--- config.mk ---
export PLATFORM = sky130hd
export DESIGN_NAME = ysyx_23060170_shift_seq
export DESIGN_NICKNAME = d
export VERILOG_FILES = /design/src/rtl/ysyx_23060170_pkg.sv /design/src/rtl/ysyx_23060170_shift_step.sv /design/src/rtl/ysyx_23060170_shift_seq.sv
export SDC_FILE = /design/constraint.sdc
export NUM_CORES = 1
export LEC_CHECK = 0
export BUFFER_PORTS_ARGS = -buffer_cell sky130_fd_sc_hd__buf_2
export CAP_MARGIN = 20
export CORE_MARGIN = 2
export CORE_UTILIZATION = 35
export DETAILED_ROUTE_END_ITERATION = 10
export PLACE_DENSITY = 0.51
export SYNTH_ARGS = -nofsm -noshare
export SYNTH_HDL_FRONTEND = slang
export SYNTH_SLANG_ARGS = --single-unit
--- constraint.sdc ---
create_clock -name clock -period 4.65 [get_ports clock]
set_input_delay 0.93 -clock clock [delete_from_list [all_inputs] [get_ports clock]]
set_output_delay 0.93 -clock clock [all_outputs]
set_load 0.005 [all_outputs]
--- src/rtl/ysyx_23060170_pkg.sv ---
// Shared NPC definitions: op bit positions, shifter FSM states and the resolved shift op.
// The single-cycle shifter and the EXU use the same op bit positions.
package ysyx_23060170_pkg;

    localparam int XLEN   = 32;
    localparam int AMT_W  = 5;

    localparam int OP_SLL = 2;
    localparam int OP_SRL = 1;
    localparam int OP_SRA = 0;

    typedef enum logic [1:0] {
        IDLE = 2'd0,
        BUSY = 2'd1,
        DONE = 2'd2
    } state_e;

    typedef enum logic [1:0] {
        SH_NONE = 2'd0,
        SH_SLL  = 2'd1,
        SH_SRL  = 2'd2,
        SH_SRA  = 2'd3
    } shop_e;

    // Multi-hot selects resolve with priority SLL > SRL > SRA; all-zero selects nothing.
    function automatic shop_e resolve_op(input logic [2:0] op);
        shop_e res;
        if (op[OP_SLL]) begin
            res = SH_SLL;
        end else if (op[OP_SRL]) begin
            res = SH_SRL;
        end else if (op[OP_SRA]) begin
            res = SH_SRA;
        end else begin
            res = SH_NONE;
        end
        return res;
    endfunction

endpackage

--- src/rtl/ysyx_23060170_shift_step.sv ---
// One iteration of the multi-cycle shifter: shifts by 0..STEP bits for the resolved op.
// SRA replicates the current bit 31 of the partially shifted value.
module ysyx_23060170_shift_step
    import ysyx_23060170_pkg::*;
(
    input  logic [XLEN-1:0]  i_data,
    input  logic [AMT_W-1:0] i_amt,
    input  shop_e            i_op,
    output logic [XLEN-1:0]  o_data
);

    // Per-op shift of the working value; an unresolved op yields zero.
    always_comb begin
        o_data = {XLEN{1'b0}};
        case (i_op)
            SH_SLL:  o_data = i_data << i_amt;
            SH_SRL:  o_data = i_data >> i_amt;
            SH_SRA:  o_data = $unsigned($signed(i_data) >>> i_amt);
            default: o_data = {XLEN{1'b0}};
        endcase
    end

endmodule

--- src/rtl/ysyx_23060170_shift_seq.sv ---
// Multi-cycle SLL/SRL/SRA unit: shifts STEP bits per busy cycle behind two valid/ready handshakes.
// in_ready/out_valid are flops loaded from the next state, so they never depend on inputs combinationally.
module ysyx_23060170_shift_seq
    import ysyx_23060170_pkg::*;
#(
    parameter int STEP = 4
) (
    input  logic             clock,
    input  logic             reset,
    input  logic             flush,
    input  logic             in_valid,
    output logic             in_ready,
    input  logic [XLEN-1:0]  src,
    input  logic [AMT_W-1:0] amt,
    input  logic [2:0]       op,
    output logic             out_valid,
    input  logic             out_ready,
    output logic [XLEN-1:0]  out
);

    localparam logic [AMT_W-1:0] STEP_AMT = AMT_W'(STEP);

    state_e           r_state;
    state_e           w_state_nxt;
    logic [AMT_W-1:0] r_rem;
    logic [AMT_W-1:0] w_rem_nxt;
    logic [AMT_W-1:0] w_step_amt;
    logic [XLEN-1:0]  r_data;
    logic [XLEN-1:0]  w_data_nxt;
    logic [XLEN-1:0]  w_step_data;
    shop_e            r_op;
    shop_e            w_op_nxt;
    shop_e            w_op_res;
    logic             r_in_ready;
    logic             r_out_valid;

    assign w_op_res   = resolve_op(op);
    assign w_step_amt = (r_rem < STEP_AMT) ? r_rem : STEP_AMT;

    ysyx_23060170_shift_step u_step (
        .i_data (r_data),
        .i_amt  (w_step_amt),
        .i_op   (r_op),
        .o_data (w_step_data)
    );

    // Next-state, remaining count and working data; flush beats accept and handoff.
    always_comb begin
        w_state_nxt = r_state;
        w_rem_nxt   = r_rem;
        w_data_nxt  = r_data;
        w_op_nxt    = r_op;
        if (flush) begin
            w_state_nxt = IDLE;
            w_rem_nxt   = {AMT_W{1'b0}};
        end else begin
            case (r_state)
                IDLE: begin
                    if (in_valid) begin
                        // An all-zero op is loaded as zero so every step keeps it zero.
                        w_data_nxt  = (w_op_res == SH_NONE) ? {XLEN{1'b0}} : src;
                        w_rem_nxt   = amt;
                        w_op_nxt    = w_op_res;
                        w_state_nxt = (amt == {AMT_W{1'b0}}) ? DONE : BUSY;
                    end else begin
                        w_state_nxt = IDLE;
                    end
                end
                BUSY: begin
                    w_data_nxt  = w_step_data;
                    w_rem_nxt   = r_rem - w_step_amt;
                    w_state_nxt = (w_rem_nxt == {AMT_W{1'b0}}) ? DONE : BUSY;
                end
                DONE: begin
                    if (out_ready) begin
                        w_state_nxt = IDLE;
                    end else begin
                        w_state_nxt = DONE;
                    end
                end
                default: begin
                    w_state_nxt = IDLE;
                    w_rem_nxt   = {AMT_W{1'b0}};
                end
            endcase
        end
    end

    // State, datapath and handshake flags; async reset discards any in-flight request.
    always_ff @(posedge clock or posedge reset) begin
        if (reset) begin
            r_state     <= IDLE;
            r_rem       <= {AMT_W{1'b0}};
            r_data      <= {XLEN{1'b0}};
            r_op        <= SH_NONE;
            r_in_ready  <= 1'b1;
            r_out_valid <= 1'b0;
        end else begin
            r_state     <= w_state_nxt;
            r_rem       <= w_rem_nxt;
            r_data      <= w_data_nxt;
            r_op        <= w_op_nxt;
            r_in_ready  <= (w_state_nxt == IDLE);
            r_out_valid <= (w_state_nxt == DONE);
        end
    end

    assign in_ready  = r_in_ready;
    assign out_valid = r_out_valid;
    assign out       = r_data;

endmodule

; Word level (Yosys, flattened, before mapping)
; Index checks and enable logic that the tools add are counted.
[totals]
input_bits = 45
wordCells = 47
ff_bits = 43
[op_classes]
n_addsub = 1
n_reduce_logical = 9
magnitude_cmp = 1
n_mux = 17
bitwise_logic = 1
shifts = 3
n_eq_ne = 9
[ops]
columns = cell, count
row1 = one-hot mux 32 bit (3 select lines), 1
row2 = 2-to-1 mux 32 bit, 2
row3 = one-hot mux 32 bit (2 select lines), 1
row4 = left shift 32 x 5 -> 32 bit, 1
row5 = >> shifter 32 x 5 -> 32 bit, 1
row6 = >>> shifter 32 x 5 -> 32 bit, 1
row7 = 2-to-1 mux 2 bit, 8
row8 = 2-to-1 mux 5 bit, 3
row9 = one-hot mux 5 bit (3 select lines), 1
row10 = logical NOT 5 bit, 2
row11 = equality test 2 bit (second input constant), 4
row12 = logical NOT 2 bit, 3
row13 = one-hot mux 2 bit (3 select lines), 1
row14 = AND reduction 3 bit, 2
row15 = < comparator 5 x 3 -> 1 bit (second input constant), 1
row16 = subtractor 5 bit, 1
row17 = equality test 2 x 1 -> 1 bit (second input constant), 2
row18 = inequality test 2 bit (second input constant), 2
row19 = inequality test 3 bit (second input constant), 1
row20 = AND reduction 2 bit, 1
row21 = nonzero test 2 bit, 1
row22 = inverter 1 bit, 1

; Depth between registers and ports, before layout
; Gate-level depths: netlist of run 1.
[logic_depth]
ltp_word = 8
mapped_depth = 10

; Modules after synthesis
; From an unflattened synthesis of run 1, not the netlist that was laid out.
[hier_totals]
hier_cells = 764
hier_area_um2 = 5903.2
[modules_own_cells]
columns = mod, instances, area_each_um2, cells_per_inst, seq_area_each_um2
row1 = ysyx_23060170_shift_step, 1, 3676.0, 541, 0.0
row2 = ysyx_23060170_shift_seq, 1, 2227.1, 223, 1077.3

; Least setup slack after synthesis of run 1
; Ideal clock, no wire load.
[synth_path]
path_type = input to register
from = in op[2]
to = reg r_data[18], in the netlist out[18]
setup_slack_ns = 2.084
stages = 7
n_path_buf = 2
arrival_time_ns = 2.425
path_cell_list = or3_1 > buf_2 > and2_1 > buf_2 > a221o_1 > a2111oi_2 > a211oi_1
[synth_via]
elab_chain_len = 5
[synth_rtl]
columns = element, line
row1 = from (decl), ysyx_23060170_shift_seq.sv:15  ; input logic [2:0] op,
row2 = 2-to-1 mux 2 bit, ysyx_23060170_pkg.sv:28  ; if (op[OP_SLL]) begin
row3 = logical NOT 2 bit, ysyx_23060170_shift_seq.sv:61  ; w_data_nxt = (w_op_res == SH_NONE) ? {XLEN{1'b0}} : src;
row4 = 2-to-1 mux 32 bit, ysyx_23060170_shift_seq.sv:61
row5 = 2-to-1 mux 32 bit, ysyx_23060170_shift_seq.sv:59  ; if (in_valid) begin
row6 = one-hot mux 32 bit (2 select lines), ysyx_23060170_shift_seq.sv:57  ; case (r_state)
row7 = to (signal assigned), ysyx_23060170_shift_seq.sv:94  ; r_data <= {XLEN{1'b0}};
row8 = to (signal assigned), ysyx_23060170_shift_seq.sv:101  ; r_data <= w_data_nxt;
row9 = to (decl), ysyx_23060170_shift_seq.sv:28  ; logic [XLEN-1:0] r_data;
; No other way between the ends. The select of a mux whose other input is x is not followed.
; A chain may end at the register's enable or synchronous reset.

; Worst setup path after layout of run 1
[layout_path]
from = reg r_op[0]
to = reg r_data[7], in the netlist out[7]
[layout_via]
elab_chain_len = 3
[layout_rtl]
columns = element, line
row1 = from (decl), ysyx_23060170_shift_seq.sv:31  ; shop_e r_op;
row2 = from (signal assigned), ysyx_23060170_shift_seq.sv:102  ; r_op <= w_op_nxt;
row3 = equality test 2 bit or equality test 2 x 1 -> 1 bit (tied branches), ysyx_23060170_shift_step.sv:15  ; case (i_op)
row4 = one-hot mux 32 bit (3 select lines) (*), ysyx_23060170_shift_step.sv:15
row5 = one-hot mux 32 bit (2 select lines) (*), ysyx_23060170_shift_seq.sv:57
; Mark *: on every way between the ends. The rest lies on a longest branch, timed or not.

==> impl_metrics.env, run 1 <==
export IMPL_status="complete, no violations"
export IMPL_area_growth_pct=12.8
export IMPL_cp_start_kind="flop"
export IMPL_worst_hold_slack_ns=0.626
export IMPL_critical_path_endpoint="out[7]"
export IMPL_die_w_um=119
export IMPL_placement_rows=42
export IMPL_synth_cell_types=67
export IMPL_p_leak_nw=2.16
export IMPL_place_gp_congestion=0.872
export IMPL_instances_no_fill=838
export IMPL_rsz0062_at_grt="no"
export IMPL_pwr_share_comb_pct=47.7
export IMPL_clock_fmax_ghz=0.327
export IMPL_wl_um=18700
export IMPL_ys_seq_area_share_pct=23.1
export IMPL_drv_cap=0
export IMPL_r2r_end="out[7]"
export IMPL_min_period_ns=3.06
export IMPL_setup_viol=0
export IMPL_synth_seq_cells=43
export IMPL_synth_area_mm2=0.00466
export IMPL_wl_per_cell_um=22.3
export IMPL_drcViolationCount=0
export IMPL_drive_gt1_share_pct=18.6
export IMPL_min_period_over_period_pct=65.9
export IMPL_grt_pass1_vias=5162
export IMPL_clkPwrFrac_pct=18.0
export IMPL_cp_max_fo=14
export IMPL_cts_buffers=5
export IMPL_dp_cells=829
export IMPL_r2r_cells=5
export IMPL_drt_initial_drc_count=687
export IMPL_io_buffers=78
export IMPL_cts_num_sinks=43
export IMPL_power_switching_mw=1.08
export IMPL_design_die_area_mm2=0.0142
export IMPL_grt_max_degree=44
export IMPL_internal_power_mw=1.13
export IMPL_start_util_pct=35.4
export IMPL_powerDensity_mw_per_mm2=420
export IMPL_synth_main_ff_cell="dfrtp_1"
export IMPL_ir_drop_mv=0.140
export IMPL_hold_viol_final=0
export IMPL_path_class="flop to flop"
export IMPL_antenna_found_initial=0
export IMPL_rrSetupSlack_ns=1.59
export IMPL_dpl_hpwl_um=12400
export IMPL_io_pins=79
export IMPL_postLayoutCellArea_mm2=0.00525
export IMPL_clkTransAtPathRegs_ns=0.07
export IMPL_yosysWarnings=0
export IMPL_slew_violations=0
export IMPL_insertion_delay_ns=0.30
export IMPL_first_pass_iters=5
export IMPL_most_common_layout_cells="nand2_1 (101), buf_2 (78), nor2_1 (47), dfrtp_1 (42), mux2i_1 (39)"
export IMPL_cp_required_ns=4.85
export IMPL_avgViaCountPerCell=6.41
export IMPL_cp_arrival_ns=3.27
export IMPL_mostFrequentLayoutCell="nand2_1"
export IMPL_synth_edf_count=0
export IMPL_seqPwrFrac_pct=34.3
export IMPL_tns_ns=0
export IMPL_fin_skew_ns=0.00614
export IMPL_clk_path_buf_depth=2
export IMPL_post_cts_buffers=0
export IMPL_grt_overflow_total=0
export IMPL_grt_pass1_wl_um=30000
export IMPL_finalPower_mw=2.21
export IMPL_timing_rr_start="r_op[0]"
export IMPL_htreeDepth=2
export IMPL_synth_cells=634
export IMPL_num_vias=5374
export IMPL_post_cts_resized=0
export IMPL_nNetsFinal=708
export IMPL_die_h_um=119
export IMPL_swShare_pct=48.9
export IMPL_async_reset_ff_share_pct=100
export IMPL_diodes=0
export IMPL_tightest_slew_ns=1.06
export IMPL_hp_class="input port to async pin"
export IMPL_synth_avg_cell_area_um2=7.35
export IMPL_relSlewSlack_pct=28.9
export IMPL_synthesis_nets=681
export IMPL_hold_buffers=0
export IMPL_crit_path_start="r_op[0]"
export IMPL_grt_util_all_layers_pct=26.6
export IMPL_ant_nets=0
export IMPL_placedInstanceArea_mm2=0.00508
export IMPL_cts_tree="yes"
export IMPL_core_area_mm2=0.0131
export IMPL_cts_root_buf="clkbuf_16"
export IMPL_end_kind="flop"
## layer usage
metal / track usage, % / share of wire (%) / up-vias
met3: 5.17 / 8.4 / 36
met5: 0 / 0 / -
met4: 9.41 / 2.6 / 0
met2: 41.3 / 46 / 292
met1: 36.8 / 42 / 2617
li1: - / - / 2429
## state kept, by name (all words and copies together), names as in the netlist
name	count
r_state	2
in_ready	1
r_op	2
r_rem	5
out	32
out_valid	1
## cell families after synthesis
| family | synth area share [%] |
|---|---|
| other cells | 0.161 |
| fa+ha+maj | 0.537 |
| xor+xnor | 0.188 |
| buf+inv | 8.11 |
| flops | 23.1 |
| simple gates | 26.1 |
| mux | 11.0 |
| compound gates | 30.8 |
## how the worst min path moves through the flow
stage                 from      to  slack, ns
floorplan           out[0]  out[0]       0.61
global placement    out[0]  out[0]       0.66
detailed placement  out[0]  out[0]       0.66
CTS                 out[0]  out[0]       0.67
global route         reset  out[1]       0.67
finish               reset  out[0]       0.63
## critical path, cell delays in order, from the launching register on
cell and delay [ns]:
dfrtp_1 0.64, nor2b_1 0.78, nand2_1 0.61, nor2_1 0.50
a221oi_1 0.16, a221oi_1 0.25
## power by group through the flow
| stage | Combinational [mW] | Clock (mW) | Sequential [mW] |
|---|---|---|---|
| 2_1_floorplan | 0.820 | 0 | 0.572 |
| 3_3_place_gp | 1.03 | 0 | 0.752 |
| 3_5_place_dp | 1.03 | 0 | 0.752 |
| 4_1_cts | 1.04 | 0.404 | 0.745 |
| 5_1_grt | 1.16 | 0.420 | 0.776 |
| 6_report | 1.05 | 0.397 | 0.756 |
## per-stage QoR
| stage | setup slack (ns) | util [%] |
|---|---|---|
| global route | 1.42 | 40.0 |
| finish | 1.59 | 40.0 |
| CTS | 1.62 | 39.8 |
| detailed placement | 1.56 | 38.6 |
| global placement | 1.59 | 38.6 |
| floorplan | 2.08 | - |
## layout make-up
| cell class | count | area (um^2) |
|---|---|---|
| repair buffers | 96 | 538 |
| multi-input cells | 507 | 3230 |
| flip-flops and latches | 43 | 1080 |
| well taps | 176 | 220 |
| clock buffers | 8 | 156 |
| fillers | 1435 | 7890 |
| inverters | 8 | 30.0 |
## cells in the mapped netlist, types with 5 or more instances
cell type / instances / area, um^2
nand3_1: 36 / 180
buf_4: 5 / 37.5
nor3_1: 20 / 100
a221o_1: 10 / 100
a21oi_1: 37 / 185
nor2b_1: 8 / 50.1
a31oi_1: 13 / 81.3
o211ai_1: 10 / 75.1
dfrtp_1: 42 / 1050
buf_2: 23 / 115
a221oi_1: 23 / 201
mux2i_1: 39 / 390
o22ai_1: 6 / 37.5
mux2_2: 7 / 78.8
a211oi_1: 12 / 90.1
o21ai_1: 6 / 30.0
nand2_1: 101 / 379
inv_1: 7 / 26.3
o21ai_0: 27 / 135
nor2_1: 47 / 176
o2bb2ai_1: 10 / 87.6
and2_1: 7 / 43.8
clkbuf_1: 42 / 158
and3_1: 12 / 75.1
(Power assumes the default switching activity.)
==> inputs of run 2 (changes only) <==
- ABC_AREA: unset -> 1
- PLACE_DENSITY: 0.51 -> 0.53
- clock period: 4.65 -> 2.6 ns (I/O delays scaled with it)
==> run 2 against run 1 <==
  * Via count up 5.1%
  * Combinational power up 90%
  * Non-clock buffer count up 5
  * Setup slack worse by 1.2 ns
  * Sequential share of layout area up 0.12 points
  * Critical endpoint is now out[26]
==> impl_metrics.env, run 2 <==
export IMPL_r2r_cells=9
export IMPL_cp_start_kind="flop"
export IMPL_htreeDepth=2
export IMPL_design_die_area_mm2=0.0138
export IMPL_postLayoutCellArea_mm2=0.00522
export IMPL_drt_initial_drc_count=395
export IMPL_dpl_hpwl_um=12000
export IMPL_multi_input_area_mm2=0.00298
export IMPL_critical_path_endpoint="out[26]"
export IMPL_min_period_over_period_pct=85.4
export IMPL_async_reset_ff_share_pct=100
export IMPL_cts_num_sinks=43
export IMPL_path_cells="inv_1 > buf_4 > nand3_4 > nand2_1 > nand3_1 > nand3_1 > nand2_1 > nor3_1 > o21ai_1"
export IMPL_grt_util_all_layers_pct=24.5
export IMPL_diodes=0
export IMPL_tightest_slew_ns=0.654
export IMPL_grt_pass1_wl_um=27900
export IMPL_first_pass_iters=5
export IMPL_start_util_pct=35.8
export IMPL_largest_reg_flops=32
export IMPL_finalPower_mw=3.63
export IMPL_cp_required_ns=2.79
export IMPL_io_pins=79
export IMPL_ant_nets=0
export IMPL_grt_overflow_total=0
export IMPL_clock_fmax_ghz=0.450
export IMPL_place_gp_congestion=0.890
export IMPL_synth_cell_types=31
export IMPL_drv_cap=0
export IMPL_drcViolationCount=0
export IMPL_nNetsFinal=896
export IMPL_synth_top_area_cell="dfrtp_1"
export IMPL_drive_gt1_share_pct=14.5
export IMPL_critical_path_slowest_cell="dfrtp_1"
export IMPL_cp_arrival_ns=2.41
export IMPL_cts_tree="yes"
export IMPL_fill_cells=1455
export IMPL_ys_seq_area_share_pct=23.9
export IMPL_path_class="flop to flop"
export IMPL_most_common_layout_cells="nand2_1 (260), nand3_1 (160), buf_2 (78), inv_1 (54), nor2_1 (47)"
export IMPL_synthesis_nets=840
export IMPL_gr_usage_met2_pct=39.3
export IMPL_cts_root_buf="clkbuf_16"
export IMPL_synth_edf_count=0
export IMPL_placedInstanceArea_mm2=0.00508
export IMPL_powerDensity_mw_per_mm2=695
export IMPL_status="complete, no violations"
export IMPL_die_w_um=118
export IMPL_post_cts_resized=0
export IMPL_hold_viol_final=0
export IMPL_top_usage_layer="met2"
export IMPL_avgViaCountPerCell=5.53
export IMPL_tns_ns=0
export IMPL_setup_viol=0
export IMPL_synth_main_ff_cell="dfrtp_1"
export IMPL_area_growth_pct=15.7
export IMPL_rsz0062_at_grt="no"
export IMPL_io_buffers=78
export IMPL_grt_max_degree=63
export IMPL_worst_hold_slack_ns=0.245
export IMPL_mostFrequentLayoutCell="nand2_1"
export IMPL_fin_skew_ns=0.00515
export IMPL_final_core_util_pct=41.4
export IMPL_cts_buffers=5
export IMPL_r2r_end="out[26]"
export IMPL_wl_per_cell_um=16.5
export IMPL_crit_path_start="r_rem[2]"
export IMPL_slowest_delay_ns=0.39
export IMPL_insertion_delay_ns=0.30
export IMPL_die_h_um=118
export IMPL_synthTopCellsByArea="dfrtp_1 (23%), nand2_1 (22%), nand3_1 (18%)"
export IMPL_synth_top_area_share_pct=23.3
export IMPL_grt_pass1_vias=5368
export IMPL_grt_use_met1_pct=35.2
export IMPL_regArea_mm2=0.00108
export IMPL_wl_um=16800
export IMPL_yosysWarnings=0
export IMPL_hold_buffers=0
export IMPL_hp_class="input port to async pin"
export IMPL_post_cts_buffers=0
export IMPL_rrSetupSlack_ns=0.38
export IMPL_synth_avg_cell_area_um2=5.69
export IMPL_synth_seq_cells=43
export IMPL_min_period_ns=2.22
export IMPL_placement_rows=41
export IMPL_cp_max_fo=36
export IMPL_clk_path_buf_depth=2
export IMPL_relSlewSlack_pct=56.2
export IMPL_core_area_mm2=0.0126
export IMPL_p_leak_nw=2.70
export IMPL_yosys_top_cells_count="nand2_1 (260), nand3_1 (161), inv_1 (55)"
export IMPL_synth_area_mm2=0.00451
export IMPL_ir_drop_mv=0.288
export IMPL_clkTransAtPathRegs_ns=0.07
export IMPL_antenna_found_initial=0
export IMPL_synth_cells=793
export IMPL_timing_rr_start="r_rem[2]"
export IMPL_synth_most_common_cell="nand2_1"
export IMPL_use_met3_pct=3.59
export IMPL_end_kind="flop"
export IMPL_num_vias=5650
export IMPL_slew_violations=0
-- run 2: cell count changes after synthesis, sizes merged, moves of 18 or more --
cell	previous run	this run
nand2	101	262
nand3	36	162
inv	7	56
mux2i	39	0
nand4	3	37
a221oi	24	0
clkbuf	42	23
a31oi	13	31
nor3	20	2
-- run 2: report_power, final --
part	switching [mW]	leakage, nW	internal [mW]
registers	0.163	0.506	0.812
clock network	0.310	0.0658	0.355
logic	1.32	2.13	0.672
-- run 2: logic make-up (layout without fill, tap and decap cells) --
logic type	after synthesis	after routing	synth area share, %
and+or+nand+nor	517	517	50.5
AOI/OAI and AO/OA	119	119	14.5
buffers and inverters	110	167	10.4
DFF	43	43	23.9
adders and majority gates	2	2	0.554
other	2	2	0.166
-- run 2: area by class of cell --
type,instances,area share [%]
multi-input cells,640,57.0
inverters,58,4.17
flip-flops and latches,43,20.6
repair buffers,101,11.3
well taps,172,4.12
clock buffers,5,2.40
clock inverters,3,0.383
-- run 2: per-stage QoR --
stage | setup slack [ns] | std cells
2_1_floorplan | 0.803 | 793
3_3_place_gp | 0.449 | 1014
3_5_place_dp | 0.416 | 1014
4_1_cts | 0.401 | 1022
5_1_grt | 0.140 | 1022
6_report | 0.380 | 1022
-- run 2: worst min-delay path by stage --
stage	start	endpoint	slack (ns)
after floorplan	out[25]	out[25]	0.53
after global placement	out[20]	out[20]	0.53
after CTS	reset	out[11]	0.27
after global routing	reset	out[31]	0.29
final	reset	out[31]	0.24
after detailed placement	out[19]	out[19]	0.55
-- run 2: metal layers --
| metal | vias up | part of all wire, % |
|---|---|---|
| li1 | 2795 | - |
| met1 | 2656 | 48 |
| met2 | 192 | 45 |
| met3 | 7 | 5.9 |
| met4 | 0 | 0.74 |
| met5 | - | 0 |
-- run 2: worst max-delay path, delay by kind of cell (launching register included) --
family / cells / cell delay (ns)
DFF: 1 / 0.39
AOI/OAI and AO/OA: 1 / 0.09
buffers and inverters: 2 / 0.42
and+or+nand+nor: 6 / 1.20
